`src/rtl/keypad_scanner_if.sv`:
```
// rtl/keypad_scanner_if.sv - keypad matrix lines and decoded key event bundle
interface keypad_scanner_if;
    logic [3:0] rows;
    logic [3:0] cols;
    logic       key_strobe;
    logic [3:0] key_code;
    logic       is_dig;
    logic       is_op;
    logic       is_enter;
    logic       is_result;

    modport master (
        input  rows,
        output cols, key_strobe, key_code, is_dig, is_op, is_enter, is_result
    );

    modport slave (
        output rows,
        input  cols, key_strobe, key_code, is_dig, is_op, is_enter, is_result
    );
endinterface

```
`src/rtl/keypad_scanner.sv`:
```
// rtl/keypad_scanner.sv - 4x4 keypad column scanner with row debounce and key encoding
module keypad_scanner #(
    parameter int SCAN_DIV         = 1000,
    parameter int DEBOUNCE_SAMPLES = 4
) (
    input  logic              clk,
    input  logic              nrst,
    keypad_scanner_if.master  kp
);
    localparam int DIV_W = $clog2(SCAN_DIV);
    localparam int DEB_W = $clog2(DEBOUNCE_SAMPLES + 1);
    localparam logic [DIV_W-1:0] DIV_LAST   = DIV_W'(SCAN_DIV - 1);
    localparam logic [DEB_W-1:0] DEB_TARGET = DEB_W'(DEBOUNCE_SAMPLES);

    localparam logic [1:0] ST_SCAN     = 2'd0;
    localparam logic [1:0] ST_DEBOUNCE = 2'd1;
    localparam logic [1:0] ST_FIRE     = 2'd2;
    localparam logic [1:0] ST_HOLD     = 2'd3;

    logic [1:0]       r_state;
    logic [3:0]       r_cols;
    logic [DIV_W-1:0] r_div;
    logic [DEB_W-1:0] r_deb;
    logic [3:0]       r_meta;
    logic [3:0]       r_rs;
    logic [3:0]       r_pat;
    logic             r_strobe;
    logic [3:0]       r_code;
    logic             r_dig;
    logic             r_op;
    logic             r_enter;
    logic             r_result;

    logic             w_sample;
    logic             w_onehot;
    logic             w_fire;
    logic [3:0]       w_rot;
    logic [DEB_W-1:0] w_deb_next;
    logic [1:0]       w_row;
    logic [1:0]       w_col;
    logic [3:0]       w_code;

    assign w_sample   = (r_div == DIV_LAST);
    assign w_onehot   = (r_rs != 4'b0) && ((r_rs & (r_rs - 4'd1)) == 4'b0);
    assign w_rot      = {r_cols[2:0], r_cols[3]};
    assign w_deb_next = r_deb + 1'b1;

    // Entering FIRE: outputs load on the same edge so the strobe coincides with the FIRE cycle.
    assign w_fire = w_sample && w_onehot &&
                    (((r_state == ST_SCAN) && (DEBOUNCE_SAMPLES == 1)) ||
                     ((r_state == ST_DEBOUNCE) && (r_rs == r_pat) && (w_deb_next == DEB_TARGET)));

    always_comb begin
        w_row = 2'd0;
        w_col = 2'd0;
        case (r_rs)
            4'b0010: w_row = 2'd1;
            4'b0100: w_row = 2'd2;
            4'b1000: w_row = 2'd3;
            default: w_row = 2'd0;
        endcase
        case (r_cols)
            4'b0010: w_col = 2'd1;
            4'b0100: w_col = 2'd2;
            4'b1000: w_col = 2'd3;
            default: w_col = 2'd0;
        endcase
        if (w_col == 2'd3)
            w_code = 4'hA + {2'b00, w_row};
        else if (w_row == 2'd3)
            w_code = (w_col == 2'd0) ? 4'hE : ((w_col == 2'd1) ? 4'h0 : 4'hF);
        else
            w_code = {2'b00, w_row} * 4'd3 + {2'b00, w_col} + 4'd1;
    end

    always_ff @(posedge clk or negedge nrst) begin
        if (!nrst) begin
            r_state  <= ST_SCAN;
            r_cols   <= 4'b0001;
            r_div    <= '0;
            r_deb    <= '0;
            r_meta   <= 4'b0;
            r_rs     <= 4'b0;
            r_pat    <= 4'b0;
            r_strobe <= 1'b0;
            r_code   <= 4'b0;
            r_dig    <= 1'b0;
            r_op     <= 1'b0;
            r_enter  <= 1'b0;
            r_result <= 1'b0;
        end else begin
            r_meta   <= kp.rows;
            r_rs     <= r_meta;
            r_div    <= w_sample ? '0 : r_div + 1'b1;
            r_strobe <= w_fire;
            r_code   <= w_fire ? w_code : 4'b0;
            r_dig    <= w_fire && (w_code <= 4'd9);
            r_op     <= w_fire && (w_code >= 4'hA);
            r_enter  <= w_fire && (w_code == 4'hF);
            r_result <= w_fire && (w_code == 4'hE);
            case (r_state)
                ST_SCAN: if (w_sample) begin
                    if (w_onehot) begin
                        r_pat   <= r_rs;
                        r_deb   <= DEB_W'(1);
                        r_state <= (DEBOUNCE_SAMPLES == 1) ? ST_FIRE : ST_DEBOUNCE;
                    end else begin
                        r_cols  <= w_rot;
                    end
                end
                ST_DEBOUNCE: if (w_sample) begin
                    if (r_rs == r_pat) begin
                        r_deb <= w_deb_next;
                        if (w_deb_next == DEB_TARGET)
                            r_state <= ST_FIRE;
                    end else begin
                        r_deb   <= '0;
                        r_state <= ST_SCAN;
                    end
                end
                ST_FIRE: begin
                    r_deb   <= '0;
                    r_state <= ST_HOLD;
                end
                ST_HOLD: if (w_sample) begin
                    // Any activity on the held column restarts the release count.
                    if (r_rs != 4'b0) begin
                        r_deb <= '0;
                    end else if (w_deb_next == DEB_TARGET) begin
                        r_deb   <= '0;
                        r_cols  <= w_rot;
                        r_state <= ST_SCAN;
                    end else begin
                        r_deb <= w_deb_next;
                    end
                end
                default: r_state <= ST_SCAN;
            endcase
        end
    end

    assign kp.cols       = r_cols;
    assign kp.key_strobe = r_strobe;
    assign kp.key_code   = r_code;
    assign kp.is_dig     = r_dig;
    assign kp.is_op      = r_op;
    assign kp.is_enter   = r_enter;
    assign kp.is_result  = r_result;
endmodule

```
`src/flat_wrapper.sv`:
```
// flat-port wrapper written by rule: the top's interface ports become plain ports
module keypad_scanner_flat 
#(
    parameter int SCAN_DIV         = 1000,
    parameter int DEBOUNCE_SAMPLES = 4
)
  (clk, nrst, kp_rows, kp_cols, kp_key_strobe, kp_key_code, kp_is_dig, kp_is_op, kp_is_enter, kp_is_result);
  keypad_scanner_if kp_i ();
  input  logic clk;
  input  logic nrst;
  input wire logic [$bits(kp_i.rows)-1:0] kp_rows;
  output wire logic [$bits(kp_i.cols)-1:0] kp_cols;
  output wire logic [$bits(kp_i.key_strobe)-1:0] kp_key_strobe;
  output wire logic [$bits(kp_i.key_code)-1:0] kp_key_code;
  output wire logic [$bits(kp_i.is_dig)-1:0] kp_is_dig;
  output wire logic [$bits(kp_i.is_op)-1:0] kp_is_op;
  output wire logic [$bits(kp_i.is_enter)-1:0] kp_is_enter;
  output wire logic [$bits(kp_i.is_result)-1:0] kp_is_result;
  assign kp_i.rows = kp_rows;
  assign kp_cols = kp_i.cols;
  assign kp_key_strobe = kp_i.key_strobe;
  assign kp_key_code = kp_i.key_code;
  assign kp_is_dig = kp_i.is_dig;
  assign kp_is_op = kp_i.is_op;
  assign kp_is_enter = kp_i.is_enter;
  assign kp_is_result = kp_i.is_result;
  keypad_scanner #(.SCAN_DIV(SCAN_DIV), .DEBOUNCE_SAMPLES(DEBOUNCE_SAMPLES)) u_core (.clk(clk), .nrst(nrst), .kp(kp_i));
endmodule
```
`config.mk`:
```
export PLATFORM = sky130hd
export DESIGN_NAME = keypad_scanner_flat
export DESIGN_NICKNAME = d
export VERILOG_FILES = /design/src/rtl/keypad_scanner_if.sv /design/src/rtl/keypad_scanner.sv /design/src/flat_wrapper.sv
export SDC_FILE = /design/constraint.sdc
export NUM_CORES = 1
export LEC_CHECK = 0
export CORE_UTILIZATION = 50
export DETAILED_ROUTE_END_ITERATION = 10
export PLACE_DENSITY = 0.71
export SLEW_MARGIN = 20
export SYNTH_ARGS = -nofsm -noshare
export SYNTH_HDL_FRONTEND = slang
export SYNTH_SLANG_ARGS = --single-unit
export TNS_END_PERCENT = 5
```
`constraint.sdc`:
```
create_clock -name clk -period 3.2 [get_ports clk]
set_clock_uncertainty 0.15 [all_clocks]
set_input_delay 0.32 -clock clk [delete_from_list [all_inputs] [get_ports clk]]
set_output_delay 0.32 -clock clk [all_outputs]
set_load 0.01 [all_outputs]
```
==> results by group, run 1 <==
Flow run
  – Max_cap viols: 0

GRT
  – GR Util All Layers: 0.180
  – Global-route wire length before repair: a little under 6000 microns
  – Antenna violations before repair: 0
  – Vias in the first global route: roughly 1400
  – Global route overflow: 0
  – Largest net degree at the start of global routing: between 40 and 50

Placed design
  – GPL Wtd Cong: between 0.8 and 0.9
  – DP HPWL: 2440 microns
  – PortBufs: 18

Clock tree
  – Worst-path clk slew: roughly 0.080 ns
  – H-tree depth: 2
  – Clock Sinks: 40
  – Root Driver: clkbuf_8
  – Skew-Pair Late Insertion Delay: 0.28 ns
  – CTS Buf Count: 5
  – Postcts setup bufs: 0
  – Hold Buf Count CTS: 0
  – Clock buffer depth: 2
  – CTS tree: built

Power
  – Clock power share: 0.358
  – Pwr/cell area: 380 mW/mm^2
  – Leakage dissipation: between 1 and 1.5 nW
  – P_sw: 0.195 mW
  – Logic pwr share: 0.053
  – Max IR drop VDD: between 0.0003 and 0.0004 V
  – Final Power: just under 0.9 mW
  – Net Sw Frac: 0.222
  – Pint: approximately 0.68 mW
  – Seq pwr share: 0.588

STA
  – Relative slew slack: 0.436
  – WHS: -0.0142 ns
  – Minimum clock period: roughly 3 ns
  – Final setup viols: 0
  – Final hold vios: 21
  – Max Slew Vio Count: 0
  – Least-Margin Pin Slew: around 0.85 ns
  – Maximum clock frequency: ~330 MHz
  – RSZ-0062 raised after global routing: false
  – Setup_tns: 0 ns
  – Period utilisation layout: 0.949

Critical path
  – Crit start category: flop
  – Req. time, crit path: ~3.2 ns
  – Reg-to-Reg End: u_core.kp.is_op$_DFF_PN0_
  – Critical Path Start: u_core.r_rs[1]$_DFF_PN0_
  – Crit Path Category: flop to flop
  – Reg2reg setup slack: roughly 0.16 ns
  – Critical Path End: u_core.kp.is_op$_DFF_PN0_
  – Worst Path Arrival: a little over 3 ns
  – Worst Path Max Fanout: 7
  – Critical path capture point type: flop
  – Reg2reg start: u_core.r_rs[1]$_DFF_PN0_
  – R2R cell count: 10

Logic synthesis
  – Seq/Total Area, Yosys: 0.504
  – Most used DFF post-synth: dfrtp_1
  – Synth area leader: dfrtp_1
  – YS warnings: 0
  – Number of flops mapped to enable cells by yosys: 0
  – Asr flop ratio synth: 1.00
  – Cell count after synthesis: 181
  – Synth Register Bits: 40
  – Avg Cell Area, Syn: ~11 sq um
  – Most common cell in the netlist: dfrtp_1
  – Synth top area share: 0.491
  – Mapped Nets: a little under 200
  – Count of cell types in the netlist: between 40 and 50
  – Synth top cells by count: dfrtp_1 (39), nor2_1 (17), nand2_1 (10)
  – Synthesized area: slightly below 0.002 sq mm
  – Synth top area cells: dfrtp_1 (49%), mux2_1 (4.5%), ha_1 (4.4%)

Layout
  – Share of cells above drive strength 1: 0.0922
  – Register area: roughly 0.001 sq mm
  – Fin nets: 220
  – Antenna diode count: 0
  – Multi-input gate area: 938 sq um
  – Fillers: 310
  – Layout area overhead: 16.2%

Floorplan
  – Initial Utilization: 0.531
  – IO Count: 19
  – DIE WIDTH: ~65 microns
  – # rows: 22
  – Core Footprint: 0.00374 sq mm
  – Full die area: approximately 0.0042 sq mm
  – Die height: roughly 65 microns

Routing
  – DR WL met3: approximately 140 microns
  – Routed wire length on met2: between 1500 and 2000 microns
  – Routed len/inst: ~13 microns
  – Initial DRC Count: slightly below 60
  – Vias: 1406
  – Drt first pass iters: 4
  – Post-route DRC violation count: 0
  – Detail Route Antenna Nets: 0
  – Vias per cell: approximately 5.5
  – Final wirelength: between 3000 and 4000 microns
  – Met1 wire length: 1440 microns
  – Top layer in use: met4

Outcome
  – Outcome: finished with violations
  – Failing checks: negative hold slack

Worst hold path
  – Hold Path Class: input port to async pin
==> per-layer routing <==
layer / GRT usage / vias to the layer above
li1: - / 678
met1: 0.211 / 686
met2: 0.324 / 40
met3: 0.0423 / 2
met4: 0.0516 / 0
met5: 0 / -
==> critical path, stage by stage (launching register included) <==
cell and delay (ns):
dfrtp_1 0.45, or2_2 0.33, or2_2 0.33, fa_1 0.60, inv_1 0.06, ha_1 0.27
a21oi_1 0.13, nor2b_1 0.08, o31ai_2 0.23, o21ai_0 0.15, nor2b_1 0.15
==> layout make-up <==
class,count,share of cell area
Inverter,9,0.0146
Clock buffer,6,0.0314
Tap cell,48,0.0260
Sequential cell,40,0.434
Clock inverter,2,0.00542
Multi-Input combinational cell,129,0.406
Timing Repair Buffer,20,0.0823
==> how the worst min path moves through the flow <==
stage	endpoint	cells after the start	slack, ns
after floorplan	async pin	0	-0.13
after global placement	u_core.r_rs[0]$_DFF_PN0_	0	0.18
after detailed placement	u_core.r_rs[3]$_DFF_PN0_	0	0.19
after CTS	u_core.r_div[9]$_DFF_PN0_	1	0.02
after global routing	u_core.r_div[4]$_DFF_PN0_	1	0.07
final	u_core.r_div[9]$_DFF_PN0_	1	-0.01
==> power by group through the flow <==
stage | logic (mW) | clock network, mW | registers, mW
final | 0.0466 | 0.314 | 0.516
after detailed placement | 0.0471 | 0 | 0.526
after global placement | 0.0448 | 0 | 0.525
after global routing | 0.0525 | 0.347 | 0.517
after floorplan | 0.0281 | 0 | 0.524
after CTS | 0.0473 | 0.327 | 0.516
==> cells in the final DEF (no fill, tap or decap), types with 2 or more instances in the layout <==
cell	count
and2_1	2
or2_2	2
buf_4	2
nand2_1	10
o21ai_0	7
a21oi_1	6
clkbuf_8	5
a31oi_1	2
dfrtp_1	39
xnor2_1	7
nand4b_1	3
nand2b_1	5
nor3_1	4
inv_1	9
nor2_1	17
nor2b_1	7
and3_1	2
fa_1	2
xor2_1	8
or4b_1	2
ha_1	7
clkdlybuf4s50_1	17
nand3_1	8
mux2_1	8
==> sequential cells by signal, indices dropped and copies added (netlist names), named ones only <==
signal	flops
u_core.r_div	10
u_core.kp.cols	4
u_core.kp.key_code	4
u_core.r_meta	4
u_core.r_pat	4
u_core.r_rs	4
u_core.r_deb	3
u_core.kp.is_dig	1
u_core.kp.is_enter	1
u_core.kp.is_op	1
u_core.kp.is_result	1
u_core.kp.key_strobe	1
u_core.r_state	1
==> what timing repair did <==
item                                    4_1_cts  5_1_grt
hold endpoints to repair                      0        0
endpoints found under the setup margin        0        4
gates resized for setup                       0        1
==> kinds of logic (layout without fill, tap and decap cells) <==
logic type	Yosys count	in the layout	synth area share
AND/OR/NAND/NOR	71	71	0.205
flip-flops	40	40	0.504
adder cells (fa/ha/maj)	9	9	0.0642
multiplexers	9	9	0.0503
buffers and inverters	12	37	0.0264
XOR/XNOR	15	15	0.0661
AO/OA/AOI/OAI	25	25	0.0843
==> stage by stage <==
stage | util | area [sq um] | std cells | worst slack (ns)
after floorplan | - | 1990 | 181 | 0.301
after global placement | 0.593 | 2220 | 246 | 0.220
after detailed placement | 0.593 | 2220 | 246 | 0.110
after CTS | 0.616 | 2300 | 254 | 0.0916
after global routing | 0.617 | 2310 | 254 | 0.00822
final | 0.617 | 2310 | 254 | 0.162
Note: power is estimated with default switching activity, not from simulation.
==> run 2: changes to the inputs <==
Settings changed: CTS_CLUSTER_SIZE from default to 14, HOLD_SLACK_MARGIN from default to 0.12.
Clock period 3.2 ns to 3.3 ns, I/O delays scaled along.
==> results by group, run 2 (synthesis gave the netlist of run 1 again) <==
Power
  – Pwr/cell area: 402 mW/mm^2 (+5.8%)
  – Max IR drop VDD: 0.000342 V (+8.4%)
  – Leakage dissipation: 1.07 nW (+1.6%)
  – Final Power: 0.942 mW (+7.5%)

STA
  – Relative slew slack: 0.448 (+0.0128)
  – Fin worst setup slack: 0.224 ns (+0.0618 ns)
  – Period utilisation layout: 0.932 (-0.0172)
  – RSZ-0062 raised after global routing: false
  – Minimum clock period: 3.08 ns (+0.0382 ns)
  – WHS: 0.200 ns (+0.214 ns)
  – Maximum clock frequency: 325 MHz (-1.2%)
  – Final hold vios: 0 (-100%)
  – Setup_tns: 0 ns (unchanged)
  – Final setup viols: 0 (unchanged)
  – Max Slew Vio Count: 0 (unchanged)
  – Least-Margin Pin Slew: 0.827 ns (-0.0192 ns)

GRT
  – Global route overflow: 0 (unchanged)
  – Global-route wire length before repair: 6180 microns (+5.5%)
  – GR Util All Layers: 0.190 (+0.0105)
  – Antenna violations before repair: 0 (unchanged)
  – Vias in the first global route: 1388 (+1.0%)
  – Largest net degree at the start of global routing: 41 (unchanged)

Layout
  – Post-route cell area: 0.00235 sq mm (+1.6%)
  – Commonest non-fill, non-tap cells in the layout: dfrtp_1 (39), nor2_1 (17), clkdlybuf4s50_1 (17)
  – Commonest non-fill, non-tap cell in the layout: dfrtp_1
  – Register area: 0.00100 sq mm (unchanged)
  – Layout area overhead: 18.0%
  – Fillers: 321 (+3.5%)
  – Antenna diode count: 0 (unchanged)
  – Max reg flops: 10 (unchanged)
  – Multi-input gate area: 938 sq um (unchanged)
  – Fin nets: 221 (+0.45%)
  – Share of cells above drive strength 1: 0.0966 (+0.00439)
  – Fin util: 0.627 (+0.00969)
  – Final cell count without fillers: 255 (+0.39%)
  – Top reg by flops: u_core.r_div

Placed design
  – Pre-CTS setup slack: 0.135 ns (+0.0257 ns)
  – DP HPWL: 2440 microns (+0.28%)
  – Cell count after placement: 246 (unchanged)
  – Placed cell areas: 0.00222 sq mm (unchanged)
  – PortBufs: 18 (unchanged)
  – GPL Wtd Cong: 0.828 (+1.7%)

Clock tree
  – H-tree depth: 2 (unchanged)
  – CTS tree: built
  – Clock Sinks: 40 (unchanged)
  – CTS Buf Count: 5 (unchanged)
  – Root Driver: clkbuf_8
  – Worst-path clk slew: 0.07 ns (about the same)
  – Postcts setup bufs: 0 (unchanged)
  – Clock buffer depth: 2 (unchanged)
  – Skew-Pair Late Insertion Delay: 0.30 ns (+0.02 ns)

Routing
  – Initial DRC Count: 72 (+24%)
  – Vias per cell: 5.35 (-3.3%)
  – Vias: 1365 (-2.9%)
  – Detail Route Antenna Nets: 0 (unchanged)
  – Drt first pass iters: 4 (unchanged)
  – Final wirelength: 3280 microns (+1.5%)
  – Routed len/inst: 12.9 microns (+1.1%)
  – Post-route DRC violation count: 0 (unchanged)

Floorplan
  – Core Footprint: 0.00374 sq mm (unchanged)
  – # rows: 22 (unchanged)
  – IO Count: 19 (unchanged)
  – Initial Utilization: 0.531 (unchanged)
  – Full die area: 0.00423 sq mm (unchanged)
  – Die height: 65.1 microns (unchanged)
  – DIE WIDTH: 65.1 microns (unchanged)

Critical path
  – Crit start category: flop
  – Reg2reg setup slack: 0.22 ns (+0.06 ns)
  – Req. time, crit path: 3.32 ns (+0.12 ns)
  – Worst Path Arrival: 3.10 ns (+0.06 ns)
  – Crit Path Category: flop to flop
  – Worst Path Max Fanout: 7 (unchanged)
  – Critical path capture point type: flop

Flow run
  – Max_cap viols: 0 (unchanged)

Outcome
  – Outcome: complete, no violations

Worst hold path
  – Hold Path Class: flop to flop
==> run 2: power by group <==
part           internal, mW  switching (mW)  total, mW  leakage (nW)
clock                 0.224           0.173      0.396        0.0541
combinational        0.0200          0.0259     0.0459         0.496
sequential            0.495         0.00539      0.500         0.522
total                 0.738           0.204      0.942          1.07
==> run 2: area by class of cell <==
class	instances	share of cell area
Clock inverter	3	0.0181
Sequential cell	40	0.427
Timing Repair Buffer	21	0.0853
Clock buffer	5	0.0293
Tap cell	48	0.0256
Inverter	9	0.0144
Multi-Input combinational cell	129	0.400
==> run 2: what timing repair did <==
item / 4_1_cts / 5_1_grt
setup endpoints to repair: 0 / 1
endpoints found under the hold margin: 39 / 0
hold buffers: 1 / 0
resized for setup: 0 / 1
==> run 2: metal layers <==
metal | GRT usage | vias to the layer above | routed length, microns
met5 | 0 | - | 0
met4 | 0.0625 | 0 | 27
met3 | 0.0440 | 4 | 124
met2 | 0.328 | 26 | 1670
met1 | 0.233 | 659 | 1460
li1 | - | 676 | -
==> run 2: critical path, stage by stage (launching register included) <==
cell	delay (ns)
dfrtp_1	0.44
or2_2	0.32
or2_2	0.33
fa_1	0.62
inv_1	0.06
ha_1	0.26
a21oi_1	0.15
nor2b_1	0.08
o31ai_2	0.24
o21ai_0	0.15
nor2b_1	0.15
==> run 2: final timing paths <==
| check | startpoint | cells after the start | endpoint |
|---|---|---|---|
| max in group asynchronous | nrst | 2 | u_core.kp.cols[3]$_DFFE_PN0P_ |
| worst min-delay path | u_core.r_meta[2]$_DFF_PN0_ | 0 | u_core.r_rs[2]$_DFF_PN0_ |
| worst max register to register | u_core.r_rs[1]$_DFF_PN0_ | 10 | u_core.kp.is_op$_DFF_PN0_ |
| worst max-delay path | u_core.r_rs[1]$_DFF_PN0_ | 10 | u_core.kp.is_op$_DFF_PN0_ |
| min in group asynchronous | nrst | 2 | u_core.r_div[9]$_DFF_PN0_ |
| worst min register to register | u_core.r_meta[2]$_DFF_PN0_ | 0 | u_core.r_rs[2]$_DFF_PN0_ |
